**src/rtl/mem_arb_pkg.sv**
```systemverilog
// Shared definitions for the unified-memory arbiter: FSM state encoding and
// requester port indices.
package mem_arb_pkg;

  typedef enum logic [1:0] {
    ARB      = 2'd0,
    LOCK     = 2'd1,
    FORCE_P0 = 2'd2
  } arb_state_t;

  localparam logic P0 = 1'b0;
  localparam logic P1 = 1'b1;

endpackage

```
**src/rtl/lock_timer.sv**
```systemverilog
// Saturating counter of consecutive locked port-1 grants; flags the grant
// that would complete a maximum-length burst.
module lock_timer #(
  parameter int MAX_LOCK = 8
) (
  input  logic clk,
  input  logic rst,
  input  logic inc,
  input  logic clear,
  output logic at_last
);

  localparam int CW = $clog2(MAX_LOCK + 1);

  logic [CW-1:0] lock_cnt;

  // Clear and inc together start a new burst, counting its first grant.
  always_ff @(posedge clk) begin
    if (rst) begin
      lock_cnt <= '0;
    end else if (clear) begin
      lock_cnt <= inc ? CW'(1) : '0;
    end else if (inc && (lock_cnt != CW'(MAX_LOCK))) begin
      lock_cnt <= lock_cnt + 1'b1;
    end
  end

  assign at_last = (lock_cnt == CW'(MAX_LOCK - 1));

endmodule

```
**src/rtl/mem_arbiter.sv**
```systemverilog
// Round-robin arbiter for the shared 4Kx16 memory between the processor
// (port 0) and the loader/DMA engine (port 1), with bounded port-1 locking.
module mem_arbiter
  import mem_arb_pkg::*;
#(
  parameter int ADDR_W   = 12,
  parameter int DATA_W   = 16,
  parameter int MAX_LOCK = 8
) (
  input  logic              clk,
  input  logic              rst,
  input  logic              p0_req,
  input  logic              p0_we,
  input  logic [ADDR_W-1:0] p0_addr,
  input  logic [DATA_W-1:0] p0_wdata,
  input  logic              p1_req,
  input  logic              p1_we,
  input  logic [ADDR_W-1:0] p1_addr,
  input  logic [DATA_W-1:0] p1_wdata,
  input  logic              p1_lock,
  output logic              p0_gnt,
  output logic              p1_gnt,
  output logic [DATA_W-1:0] rdata,
  output logic              p0_rvalid,
  output logic              p1_rvalid,
  output logic              locked,
  output logic              mem_we,
  output logic [ADDR_W-1:0] mem_addr,
  output logic [DATA_W-1:0] mem_wd,
  input  logic [DATA_W-1:0] mem_rd
);

  arb_state_t state_q, state_d;
  logic       last_gnt_q, last_gnt_d;
  logic       tmr_inc, tmr_clear, tmr_at_last;

  lock_timer #(.MAX_LOCK(MAX_LOCK)) u_lock_timer (
    .clk     (clk),
    .rst     (rst),
    .inc     (tmr_inc),
    .clear   (tmr_clear),
    .at_last (tmr_at_last)
  );

  always_ff @(posedge clk) begin
    if (rst) begin
      state_q    <= ARB;
      last_gnt_q <= P1;
    end else begin
      state_q    <= state_d;
      last_gnt_q <= last_gnt_d;
    end
  end

  // Grants are combinational so a requester is served in the cycle it asks.
  always_comb begin
    p0_gnt     = 1'b0;
    p1_gnt     = 1'b0;
    state_d    = state_q;
    last_gnt_d = last_gnt_q;
    tmr_inc    = 1'b0;
    tmr_clear  = 1'b0;
    case (state_q)
      ARB: begin
        if (p0_req && (!p1_req || (last_gnt_q == P1))) begin
          p0_gnt = 1'b1;
        end else if (p1_req) begin
          p1_gnt = 1'b1;
        end
        if (p0_gnt) last_gnt_d = P0;
        if (p1_gnt) begin
          last_gnt_d = P1;
          if (p1_lock) begin
            state_d   = LOCK;
            tmr_clear = 1'b1;
            tmr_inc   = 1'b1;
          end
        end
      end
      LOCK: begin
        p1_gnt     = p1_req;
        last_gnt_d = P1;
        tmr_inc    = p1_req && p1_lock;
        if (!p1_lock) begin
          state_d   = ARB;
          tmr_clear = 1'b1;
        end else if (p1_req && tmr_at_last) begin
          state_d = FORCE_P0;
        end
      end
      FORCE_P0: begin
        p0_gnt    = p0_req;
        p1_gnt    = p1_req && !p0_req;
        state_d   = ARB;
        tmr_clear = 1'b1;
        if (p0_gnt) last_gnt_d = P0;
        if (p1_gnt) last_gnt_d = P1;
      end
      default: begin
        state_d = ARB;
      end
    endcase
    if (rst) begin
      p0_gnt = 1'b0;
      p1_gnt = 1'b0;
    end
  end

  assign locked   = (state_q == LOCK);
  assign mem_we   = (p0_gnt && p0_we) || (p1_gnt && p1_we);
  assign mem_addr = p1_gnt ? p1_addr  : (p0_gnt ? p0_addr  : '0);
  assign mem_wd   = p1_gnt ? p1_wdata : (p0_gnt ? p0_wdata : '0);

  // Read data is shared; rvalid tags which port the returned word belongs to.
  always_ff @(posedge clk) begin
    if (rst) begin
      rdata     <= '0;
      p0_rvalid <= 1'b0;
      p1_rvalid <= 1'b0;
    end else begin
      p0_rvalid <= p0_gnt && !p0_we;
      p1_rvalid <= p1_gnt && !p1_we;
      if ((p0_gnt && !p0_we) || (p1_gnt && !p1_we)) begin
        rdata <= mem_rd;
      end
    end
  end

endmodule
```
**config.mk**
```make
export PLATFORM = sky130hd
export DESIGN_NAME = mem_arbiter
export DESIGN_NICKNAME = d
export VERILOG_FILES = /design/src/rtl/mem_arb_pkg.sv /design/src/rtl/lock_timer.sv /design/src/rtl/mem_arbiter.sv
export SDC_FILE = /design/constraint.sdc
export NUM_CORES = 1
export LEC_CHECK = 0
export ABC_AREA = 0
export BUFFER_PORTS_ARGS = -buffer_cell sky130_fd_sc_hd__buf_2
export CAP_MARGIN = 40
export CORE_UTILIZATION = 43
export CTS_CLUSTER_DIAMETER = 80
export DETAILED_ROUTE_END_ITERATION = 12
export PLACE_DENSITY_LB_ADDON = 0.08
export SETUP_SLACK_MARGIN = 0.3
export SLEW_MARGIN = 0
export SYNTH_ARGS = -nofsm -noshare
export SYNTH_HDL_FRONTEND = slang
export SYNTH_HIERARCHICAL = 1
export SYNTH_SLANG_ARGS = --single-unit
```
**constraint.sdc**
```tcl
create_clock -name clk -period 3.08 [get_ports clk]
set_input_delay 0.154 -clock clk [delete_from_list [all_inputs] [get_ports clk]]
set_output_delay 0.154 -clock clk [all_outputs]
set_load 0.01 [all_outputs]
```
==> results of run 1 <==
[cell families (layout without fill, tap and decap cells)]
kind of cell / Yosys count / after routing / synth area share
AND/OR/NAND/NOR: 125 / 125 / 0.3685
flip-flops: 25 / 25 / 0.2954
buffers and inverters: 22 / 146 / 0.05465
AO/OA/AOI/OAI: 21 / 21 / 0.1056
multiplexers: 16 / 16 / 0.1263
adder cells (fa/ha/maj): 6 / 6 / 0.04431
XOR/XNOR: 1 / 1 / 0.005171
[worst paths after layout]
check | endpoint | slack, ns | depth (start not counted)
setup reg to reg | rdata[0] | 0.69 | 8
hold / removal | p1_rvalid | 0.10 | 2
hold reg to reg | u_lock_timer/lock_cnt[2] | 0.54 | 2
setup / recovery | mem_we | 0.53 | 7
[Yosys cell counts (all sizes together), types with 2 or more instances]
library cell,number
a211oi,4
a21o,2
a21oi,3
buf,4
clkbuf,9
dfxtp,25
ha,6
inv,9
mux2,16
nand2,62
nand3,30
nand3b,2
nand4,2
nor2,4
nor2b,17
nor3b,2
[state kept, by name, summed over array words and instances (netlist names)]
name,count
state_q,2
rdata,16
p0_rvalid,1
u_lock_timer/lock_cnt,4
last_gnt_q,1
p1_rvalid,1
[final cells by class]
cell class              count  area [um^2]
clock inverters             1        5.005
fillers                   352         1286
multi-input cells         169         1111
well taps                  48        60.06
clock buffers               3        41.29
flip-flops and latches     25        500.5
inverters                   9        33.78
repair buffers            133        678.2
[layout by cell type, fill, tap and decap left out, types with 2 or more instances in the layout]
cell type and instances:
nor2_1 4, dfxtp_1 25, mux2_2 6, nand2_1 62, ha_1 6, buf_4 5
clkbuf_8 3, nor2b_1 17, mux2_4 9, inv_1 9, a21oi_1 3, nand4_1 2
buf_2 128, nand3_1 30, a211oi_1 3
[metrics by stage]
step	setup WS (ns)	hold WS, ns	power [uW]
2_1_floorplan	1.016	0.2186	697.1
3_3_place_gp	0.7874	0.3604	875.3
3_5_place_dp	0.7293	0.3793	878.6
4_1_cts	0.5194	0.1000	1069
5_1_grt	0.3431	0.09710	1132
6_report	0.5259	0.1026	1058
[where the power goes]
group | internal [uW] | leakage [uW] | switching, uW
Sequential | 366 | 0.000205 | 25.9
Combinational | 227 | 0.00115 | 252
Clock | 90.2 | 0.0000255 | 96.8
Total | 683 | 0.00138 | 375
[metal layers]
layer  up-vias  share of wire  global-route usage
met5         -              0                   0
met4         0         0.0025             0.01667
met3         2          0.064             0.05458
met2        57           0.51              0.3854
met1       845           0.42              0.2356
li1        985              -                   -
[worst max-delay path, stage by stage, from the launching register on]
cell	delay [ns]
dfxtp_1	0.34
inv_1	0.11
ha_1	0.27
nor2b_1	0.28
o311ai_4	0.12
inv_1	0.64
a22o_1	0.25
buf_2	0.12
==> results_dict.tcl, run 1 <==
set metrics [dict create \
    diodes 0 \
    rsz0062_at_grt "no" \
    status "finished, final reports clean" \
    yosys.area.top_type "dfxtp_1" \
    crit_start "state_q[0]" \
    cp-end-kind "primary output" \
    die_x_um 64.77 \
    final_cell_area_um2 2430 \
    rows 22 \
    criticalPathCategory "reg -> out" \
    placed_cells 384 \
    worst_slew_pin_slew_ns 0.8289 \
    cts_setup_buffers 0 \
    gp_congestion 0.8400 \
    synth_top_cell_area_share 0.2954 \
    place_area_um2 2384 \
    syn-cell-area_um2 1694 \
    syn_inst 216 \
    via_count 1889 \
    drc 0 \
    min_path_type "in -> reg" \
    initial_core_util 0.4559 \
    period_share 0.8292 \
    drt-total-wl_mm 4.452 \
    slew_headroom 0.4468 \
    min-delay-start "p1_we" \
    numCtsBuffers 3 \
    startpoint_type "flip-flop" \
    power_density_nw_per_um2 435.4 \
    clk_pin_slew_ns 0.08 \
    first_global_vias 1668 \
    ys_seq_area_frac 0.2954 \
    cts_tree "built" \
    track_usage 0.2047 \
    fmax_ghz 0.3915 \
    final-hold-violation-count 0 \
    skew_ns 0.004357 \
    worstPathMaxFanout 30 \
    drt-initial-drc-count 99 \
    synth-edff-count 0 \
    ir_drop_v 0.0003117 \
    clock_tree.root_cell "clkbuf_8" \
    leakagePower_uw 0.001383 \
    synth_area_leaders "dfxtp_1, nand2_1, nand3_1" \
    setup_viol_count_final 0 \
    grt_start_max_net_pins 31 \
    synth.distinct_cells 43 \
    antenna_found_initial 0 \
    min_period_ns 2.554 \
    maxSlewViolCount 0 \
    hold_buffers 0 \
    firstDrtPassIters 4 \
    timing.rr.start "state_q[0]" \
    fp.dieH_um 64.77 \
    numPortBuffers 128 \
    wl_per_cell_um 11.47 \
    drive_gt1_frac 0.4735 \
    maxCapViolations 0 \
    ios 129 \
    clk_latency_ns 0.26 \
    fin_cells 388 \
    cp.arrival_ns 2.40 \
    yosys_warnings 6 \
    h-tree-depth 1 \
    die_area_um2 4195 \
    grt_overflow 0 \
    core_area_um2 3716 \
    clkSinkCount 25 \
    post-route-util 0.6539 \
    synth_ff_type "dfxtp_1" \
    area_delta_synth_final_pct 43.43 \
    cts_resized 0 \
    via_per_inst 4.869 \
    syn_nets 301 \
    required_ns 2.93 \
    grt_pass1_wl_mm 6.955 \
    syn_area_per_cell_um2 7.843 \
    layout.nets 426 \
    tns_ns 0 \
    synthArstFlopShare 0 \
    ys_ff_latch 25 \
    postRouteAntennaNets 0 \
    cts_buffer_depth 2 \
    dp_hpwl_mm 3.546 \
]
No activity file was read; power rests on OpenSTA's default activity.
==> run 2, diff against run 1 <==
Settings changed: CORE_UTILIZATION 43 to 40.
Clock period 3.08 ns to 2.6 ns, I/O delays scaled along.
==> results_dict.tcl, run 2 (same netlist as run 1, synthesis figures left out) <==
set metrics [dict create \
    min_path_type "in -> reg" \
    crit_start "state_q[0]" \
    tns_ns 0 \
    switching_share 0.3499 \
    mostFrequentLayoutCells "buf_2, nand2_1, nand3_1, dfxtp_1, nor2b_1" \
    placed_cells 388 \
    cts_tree "built" \
    worst_slew_pin_slew_ns 0.5300 \
    grt_start_max_net_pins 31 \
    rsz0062_at_grt "no" \
    skew_ns 0.006907 \
    firstDrtPassIters 4 \
    first_global_vias 1479 \
    numPortBuffers 128 \
    drive_gt1_frac 0.4869 \
    critical-path-top-delay-family "compound AO/OA/AOI/OAI gates" \
    min_period_ns 2.167 \
    r2r_slack_ns 0.56 \
    hold_buffers 0 \
    timing.rr.start "state_q[1]" \
    worstPathMaxFanout 30 \
    whs_endpoint "rdata[9]" \
    clk_latency_ns 0.26 \
    fp.dieH_um 67.08 \
    crit_chain "inv_1 -> ha_2 -> nor2b_1 -> o311ai_4 -> inv_1 -> buf_8 -> a22o_1 -> buf_2" \
    die_area_um2 4500 \
    postRouteAntennaNets 0 \
    rows 23 \
    setup_viol_count_final 0 \
    reg2reg_depth 8 \
    h-tree-depth 1 \
    slew_headroom 0.6450 \
    ios 129 \
    cp-end-kind "primary output" \
    critical_path_buf_inv_count 4 \
    drt-initial-drc-count 52 \
    initial_core_util 0.4205 \
    die_x_um 67.08 \
    criticalPathCategory "reg -> out" \
    maxCapViolations 0 \
    pre_cts_slack_ns 0.5685 \
    grt_overflow 0 \
    regMostFlops "rdata" \
    power_density_nw_per_um2 514.6 \
    final_common_cell "buf_2" \
    grt_pass1_wl_mm 6.327 \
    largest_register_ffs 16 \
    seq_power_share 0.362 \
    required_ns 2.47 \
    fmax_ghz 0.4615 \
    reg2reg_to "rdata[12]" \
    cp_common_cell "inv_1" \
    leakagePower_uw 0.001402 \
    antenna_found_initial 0 \
    gp_congestion 0.7920 \
    crit_slowest_cell "dfxtp_4" \
    dp_hpwl_mm 3.462 \
    comb_power_share 0.464 \
    cts_buffer_depth 2 \
    via_per_inst 4.812 \
    drt-total-wl_mm 4.519 \
    area_delta_synth_final_pct 46.90 \
    fin_cells 393 \
    net-switching-power_uw 448.2 \
    drc 0 \
    layout.nets 429 \
    clock_tree.root_cell "clkbuf_8" \
    wl_per_cell_um 11.50 \
    p_int_uw 832.5 \
    track_usage 0.1815 \
    startpoint_type "flip-flop" \
    pwr-share-clk 0.175 \
    final-hold-violation-count 0 \
    min-delay-start "mem_rd[9]" \
    numCtsBuffers 3 \
    status "finished, final reports clean" \
    cpPeakStageDelay_ns 0.37 \
    diodes 0 \
    cp.arrival_ns 2.04 \
    fin_ws_ns 0.4332 \
    ir_drop_v 0.0003881 \
    period_share 0.8334 \
    hold_depth 2 \
    via_count 1891 \
    largestRegisters "rdata (16), u_lock_timer/lock_cnt (4), state_q (2)" \
    clkSinkCount 25 \
    maxSlewViolCount 0 \
    core_area_um2 4029 \
    clk_pin_slew_ns 0.08 \
]
==> run 2: per-stage QoR <==
stage	hold WS, ns	instance area [um^2]	utilization	total power (uW)
2_1_floorplan	0.1946	1694	-	825.8
3_3_place_gp	0.3348	2414	0.5991	1051
3_5_place_dp	0.3531	2414	0.5991	1055
4_1_cts	0.07133	2459	0.6102	1284
5_1_grt	0.06737	2489	0.6177	1372
6_report	0.06854	2489	0.6177	1281
==> run 2: worst register-to-register path: stages, from the launching register on <==
cell and delay (ns):
dfxtp_1 0.39, inv_1 0.08, ha_2 0.22, nor2_1 0.23
nor4b_4 0.10, buf_4 0.17, a2bb2oi_2 0.20, buf_12 0.19
mux2_2 0.35
==> run 2: metal layers <==
| layer | up-vias | share of wire | global-route usage |
|---|---|---|---|
| li1 | 986 | - | - |
| met1 | 831 | 0.42 | 0.2150 |
| met2 | 70 | 0.51 | 0.3288 |
| met3 | 4 | 0.061 | 0.02226 |
| met4 | 0 | 0.011 | 0.06383 |
| met5 | - | 0 | 0 |
==> run 2: power by group through the flow <==
stage	logic, uW	clock network, uW	registers, uW
global placement	579	0	472
finish	594	224	463
CTS	588	233	463
global route	657	245	470
floorplan	339	0	487
detailed placement	586	0	470
==> run 2: repair_timing <==
| action | in CTS | in global routing |
|---|---|---|
| endpoints found under the hold margin | 0 | 0 |
| gates resized for setup | 0 | 8 |
| setup buffers | 0 | 1 |
| endpoints found under the setup margin | 0 | 29 |
==> run 2: cell type report <==
type / instances / area [um^2]
Fill cell: 379 / 1540
Inverter: 9 / 33.78
Tap cell: 50 / 62.56
Timing Repair Buffer: 136 / 724.4
Sequential cell: 25 / 504.2
Clock buffer: 4 / 45.04
Multi-Input combinational cell: 169 / 1119
==> run 2: worst max path at each step <==
stage / end / cells past startpoint
CTS: mem_we / 8
global placement: rdata[13] / 7
global route: mem_we / 8
detailed placement: rdata[12] / 7
finish: mem_we / 8
floorplan: rdata[9] / 7
==> run 3, diff against run 2 <==
Clock period 2.6 ns to 2.05 ns, I/O delays scaled along.
==> results_dict.tcl, run 3 (same netlist as run 1, synthesis figures left out) <==
set metrics [dict create \
    status "complete, but fails checks" \
    violations "negative setup slack" \
    largestRegisters "rdata (16), u_lock_timer/lock_cnt (4), state_q (2)" \
    placed_cells 390 \
    antenna_found_initial 0 \
    postRouteAntennaNets 0 \
    largest_register_ffs 16 \
    pwr-share-clk 0.153 \
    period_share 1.015 \
    h-tree-depth 1 \
    hold_depth 2 \
    crit_start "state_q[0]" \
    crit_slowest_cell "dfxtp_4" \
    clk_latency_ns 0.27 \
    dp_hpwl_mm 3.423 \
    initial_core_util 0.4205 \
    critical-path-top-delay-family "compound AO/OA/AOI/OAI gates" \
    final-hold-violation-count 0 \
    clkSinkCount 25 \
    power_density_nw_per_um2 646.0 \
    fin_cells 406 \
    clock_tree.root_cell "clkbuf_8" \
    core_area_um2 4029 \
    numCtsBuffers 3 \
    p_int_uw 1205 \
    maxCapViolations 0 \
    skew_ns 0.01014 \
    whs_endpoint "p1_rvalid" \
    drt-total-wl_mm 5.520 \
    grt_overflow 0 \
    timing.rr.start "state_q[0]" \
    first_global_vias 1658 \
    worstPathMaxFanout 16 \
    min_path_type "in -> reg" \
    via_per_inst 5.084 \
    required_ns 2.20 \
    drc 0 \
    die_x_um 67.08 \
    hold_buffers 0 \
    ios 129 \
    pre_cts_slack_ns 0.1264 \
    clk_pin_slew_ns 0.09 \
    cts_buffer_depth 2 \
    layout.nets 442 \
    r2r_slack_ns -0.03 \
    fmax_ghz 0.4807 \
    drt-initial-drc-count 64 \
    crit_chain "inv_4 -> ha_4 -> nor2b_4 -> o311ai_4 -> buf_4 -> a2bb2oi_4 -> buf_12 -> mux2_2" \
    fp.dieH_um 67.08 \
    gp_congestion 0.7632 \
    regMostFlops "rdata" \
    switching_share 0.3602 \
    via_count 2064 \
    grt_pass1_wl_mm 7.120 \
    setup_viol_count_final 7 \
    final_common_cell "buf_2" \
    rows 23 \
    leakagePower_uw 0.001560 \
    cp-end-kind "flip-flop" \
    reg2reg_to "rdata[0]" \
    mostFrequentLayoutCells "buf_2, nand2_1, nand3_2, dfxtp_1, nor2b_1" \
    track_usage 0.2037 \
    reg2reg_depth 8 \
    cpPeakStageDelay_ns 0.39 \
    cts_tree "built" \
    tns_ns -0.1142 \
    cp.arrival_ns 2.23 \
    diodes 0 \
    area_delta_synth_final_pct 72.08 \
    wl_per_cell_um 13.60 \
    net-switching-power_uw 678.3 \
    rsz0062_at_grt "yes" \
    whs_ns 0.04684 \
    grt_start_max_net_pins 29 \
    slew_headroom 0.7834 \
    min_period_ns 2.080 \
    maxSlewViolCount 0 \
    firstDrtPassIters 4 \
    ir_drop_v 0.0004336 \
    min-delay-start "p1_we" \
    startpoint_type "flip-flop" \
    fin_ws_ns -0.03015 \
    critical_path_buf_inv_count 3 \
    die_area_um2 4500 \
    criticalPathCategory "reg -> reg" \
    seq_power_share 0.319 \
    comb_power_share 0.528 \
    numPortBuffers 128 \
    worst_slew_pin_slew_ns 0.3240 \
    drive_gt1_frac 0.6039 \
]
-- run 3: metal layers --
layer  wire [um]  up-vias  global-route usage
met5           0        -                   0
met4          37        0             0.05053
met3         341        4             0.03082
met2        3000       83              0.3875
met1        2141      956              0.2305
li1            -     1021                   -
-- run 3: layout make-up --
type | instances | area, um^2
multi-input combinational | 169 | 1329
fill | 313 | 1114
timing repair buffer | 149 | 932.1
sequential | 25 | 508.0
tap | 50 | 62.56
clock buffer | 4 | 45.04
inverter | 9 | 38.79
-- run 3: how the worst max path moves through the flow --
stage / to / slack, ns / cells past startpoint
floorplan: rdata[10] / 0.16 / 7
global placement: rdata[1] / 0.16 / 7
detailed placement: rdata[12] / 0.13 / 7
CTS: mem_wd[7] / 0.03 / 9
global route: mem_wd[14] / -0.11 / 9
finish: rdata[0] / -0.03 / 8
-- run 3: through the flow --
step	total power, uW	utilization	instance area, um^2
2_1_floorplan	1079	-	1747
3_3_place_gp	1372	0.6127	2469
3_5_place_dp	1379	0.6127	2469
4_1_cts	1760	0.6568	2646
5_1_grt	2004	0.7236	2915
6_report	1883	0.7236	2915
-- run 3: power groups by stage --
| stage | Sequential (uW) | Clock [uW] | Combinational [uW] |
|---|---|---|---|
| CTS | 598 | 297 | 865 |
| floorplan | 622 | 0 | 457 |
| global placement | 603 | 0 | 769 |
| finish | 600 | 289 | 994 |
| detailed placement | 600 | 0 | 779 |
| global route | 608 | 318 | 1080 |
-- run 3: what timing repair did --
action | CTS | global route
endpoints found under the setup margin | 49 | 49
pin swaps | 3 | 53
buffers inserted | 4 | 1
gates cloned | 3 | 4
gates resized for setup | 23 | 38
